**src/rtl/mwc_expect_table.sv**
```systemverilog
// Expected-write table: one cfg write port, one combinational read port.
module mwc_expect_table #(
  parameter int unsigned N_EXPECT = 4,
  parameter int unsigned ADDR_W   = 32,
  parameter int unsigned DATA_W   = 32,
  parameter int unsigned IDX_W    = 2
) (
  input  logic              i_clk,
  input  logic              i_srst,
  input  logic              i_wrEn,
  input  logic [IDX_W-1:0]  i_wrIdx,
  input  logic [ADDR_W-1:0] i_wrAddr,
  input  logic [DATA_W-1:0] i_wrData,
  input  logic [IDX_W-1:0]  i_rdIdx,
  output logic [ADDR_W-1:0] o_rdAddr_c,
  output logic [DATA_W-1:0] o_rdData_c
);

  logic [ADDR_W-1:0] addrMem [N_EXPECT];
  logic [DATA_W-1:0] dataMem [N_EXPECT];

  always_ff @(posedge i_clk) begin
    for (int unsigned i = 0; i < N_EXPECT; i++) begin
      if (i_srst) begin
        addrMem[i] <= '0;
        dataMem[i] <= '0;
      end else if (i_wrEn && (i_wrIdx == IDX_W'(i))) begin
        addrMem[i] <= i_wrAddr;
        dataMem[i] <= i_wrData;
      end
    end
  end

  // Out-of-range indices read as zero.
  always_comb begin
    o_rdAddr_c = '0;
    o_rdData_c = '0;
    for (int unsigned i = 0; i < N_EXPECT; i++) begin
      if (i_rdIdx == IDX_W'(i)) begin
        o_rdAddr_c = addrMem[i];
        o_rdData_c = dataMem[i];
      end
    end
  end

endmodule

```
**config.mk**
```make
export PLATFORM = sky130hd
export DESIGN_NAME = mwc_expect_table
export DESIGN_NICKNAME = d
export VERILOG_FILES = /design/src/rtl/mwc_expect_table.sv
export SDC_FILE = /design/constraint.sdc
export NUM_CORES = 1
export LEC_CHECK = 0
export BUFFER_PORTS_ARGS = -buffer_cell sky130_fd_sc_hd__buf_2
export CAP_MARGIN = 10
export CELL_PAD_IN_SITES_DETAIL_PLACEMENT = 1
export CELL_PAD_IN_SITES_GLOBAL_PLACEMENT = 2
export CORE_MARGIN = 1
export CORE_UTILIZATION = 33
export DETAILED_ROUTE_END_ITERATION = 10
export GPL_ROUTABILITY_DRIVEN = 1
export PLACE_DENSITY = 0.69
export SYNTH_ARGS = -nofsm -noshare
export SYNTH_HDL_FRONTEND = slang
export SYNTH_SLANG_ARGS = --single-unit
```
**constraint.sdc**
```tcl
create_clock -name i_clk -period 6.55 [get_ports i_clk]
set_clock_uncertainty 0.15 [all_clocks]
set_input_delay 1.31 -clock i_clk [delete_from_list [all_inputs] [get_ports i_clk]]
set_output_delay 1.31 -clock i_clk [all_outputs]
set_load 0.005 [all_outputs]
```
==> metrics.cfg <==
[status]
status = completed

[logic_synthesis]
ys.warnings.count = 0
synth-seq-cells = 256
synth_cells = 705
synth_area_sq_um = 11000
synth_nets = 776
ys_seq_area_frac = 0.699
synthDistinctLibCells = 16
synth_area_per_cell_sq_um = 15.6

[worst_setup_path]
critPathMaxFanout = 29
endpoint = o_rdAddr_c[0]
worstSetupPathType = in2out
crit_path_end_kind = primary output
startpoint = i_rdIdx[0]
cp-start-kind = input pin
critPathArrivalTime_ps = 3030
required_ps = 5090

[cells_and_area]
drive_gt1_frac = 0.300
num_antenna_cells = 0
final_util = 0.395
layout.nets = 898
fill_cells = 3358
regArea_sq_um = 7690
final_cell_mix = 256 x nor2_1, 256 x edfxtp_1, 132 x buf_2, 64 x nand3b_1, 60 x mux4_2
area_growth_pct = 17.4
fin_cells = 1289
multiInputGateArea_sq_um = 3010

[cts]
cts_root_buf = clkbuf_16
cts_resized = 0
cts.clk_slew.worst_paths_ps = 50
cts_setup_buffers = 0
cts_hold_buffers = 0
cts_buffer_depth = 3
cts.sinks = 256
cts_htree_levels = 1
cts_buffers = 29
cts_tree = yes

[route]
drt_iter0_markers = 299
dr_total_vias = 6381
drc = 0
drtAntennaViolNets = 0
routedWlPerCell_microns = 21.9
viasPerCell = 4.95
drt_pass1_iterations = 4
wirelength_mm = 28.2

[power_and_ir_drop]
irDropWorstVdd_mv = 0.172
p_leak_nw = 4.47
power_density_nw_per_um2 = 297

[timing]
fin_ws_ps = 2060
worst-slew-pin-transition_ps = 1070
finalCritPeriodShare = 0.686
grt_setup_unrepaired = no
fin_crit_ps = 4490
hold_viol_final = 0
slew_headroom = 0.282
setup_tns_ps = 0
max_freq_mhz = 223
setup_viol = 0
slew_viol_final = 0

[floorplanning]
io_pins = 135
core_area_sq_um = 32700
fp.dieH_microns = 185
die_width_microns = 185
row_count = 66
initial_core_util = 0.336
die_area_sq_um = 34100

[global_route]
grt_pass1_wl_mm = 43.2
grt_pass1_vias = 7103
antenna_found_initial = 1
grt-ovfl-total = 0
grt_util_all_layers = 0.171
grt_max_degree = 68

[job]
cap_violations = 0

[placed_design]
gp_congestion = 0.705
placed_cells = 1238
portBuffers = 134
pre_cts_ws_ps = 1980
hpwl_mm = 15.3

[hold_path]
hp-class = in2reg
hold_start = i_wrData[8]

==> critical path, cell delays in order <==
cell and delay, ps:
buf_4 470, buf_4 470, mux4_2 580, buf_2 150
==> report_power, final <==
| part | internal, mW | leakage (nW) | switching (mW) |
|---|---|---|---|
| registers | 1.93 | 2.52 | 0.0328 |
| clock network | 0.884 | 0.422 | 0.647 |
| logic | 0.145 | 1.53 | 0.198 |
==> stage by stage <==
step,hold slack (ps),cell area (sq um),power [mW]
3_3_place_gp,1580,12000,2.35
2_1_floorplan,1470,11000,2.20
3_5_place_dp,1590,12000,2.35
6_report,1050,12900,3.84
4_1_cts,1020,12900,3.89
5_1_grt,1060,12900,3.97
==> worst min-delay path by stage <==
stage,end,depth (start not counted),slack [ps]
after floorplan,addrMem[1][31],2,1470
after global placement,dataMem[1][31],3,1580
after detailed placement,dataMem[0][10],3,1590
after CTS,dataMem[0][31],3,1020
after global routing,addrMem[2][10],3,1060
final,dataMem[2][8],3,1050
==> metal layers <==
layer / track usage / part of all wire / vias up
met5: 0 / 0.00046 / -
met4: 0.0427 / 0.019 / 2
met3: 0.0251 / 0.043 / 48
met2: 0.305 / 0.51 / 137
met1: 0.216 / 0.43 / 3331
li1: - / - / 2863
==> kinds of logic after synthesis <==
group,share of synthesized area
multiplexers,0.132
flip-flops,0.699
AO/OA/AOI/OAI,0.00273
buffers and inverters,0.0327
AND/OR/NAND/NOR,0.133
==> state kept, by name (all words and copies together), names as in the netlist <==
name / cells
dataMem: 128
addrMem: 128
==> cell usage after synthesis (all sizes together) <==
master	count	area share
edfxtp	256	0.70
nor2	256	0.087
mux4	64	0.13
nand3b	64	0.044
buf	42	0.027
clkbuf	14	0.0049
o21bai	4	0.0027
nand2b	2	0.0011
inv	1	0.00034
nand2	1	0.00034
or2	1	0.00057
==> area by class of cell <==
type	instances	area share
clock buffer	35	0.0580
inverter	1	0.000291
multi-input combinational	392	0.233
sequential	256	0.596
clock inverter	16	0.0101
timing repair buffer	147	0.0599
tap	442	0.0428
Power figures use the tool's default switching activity.
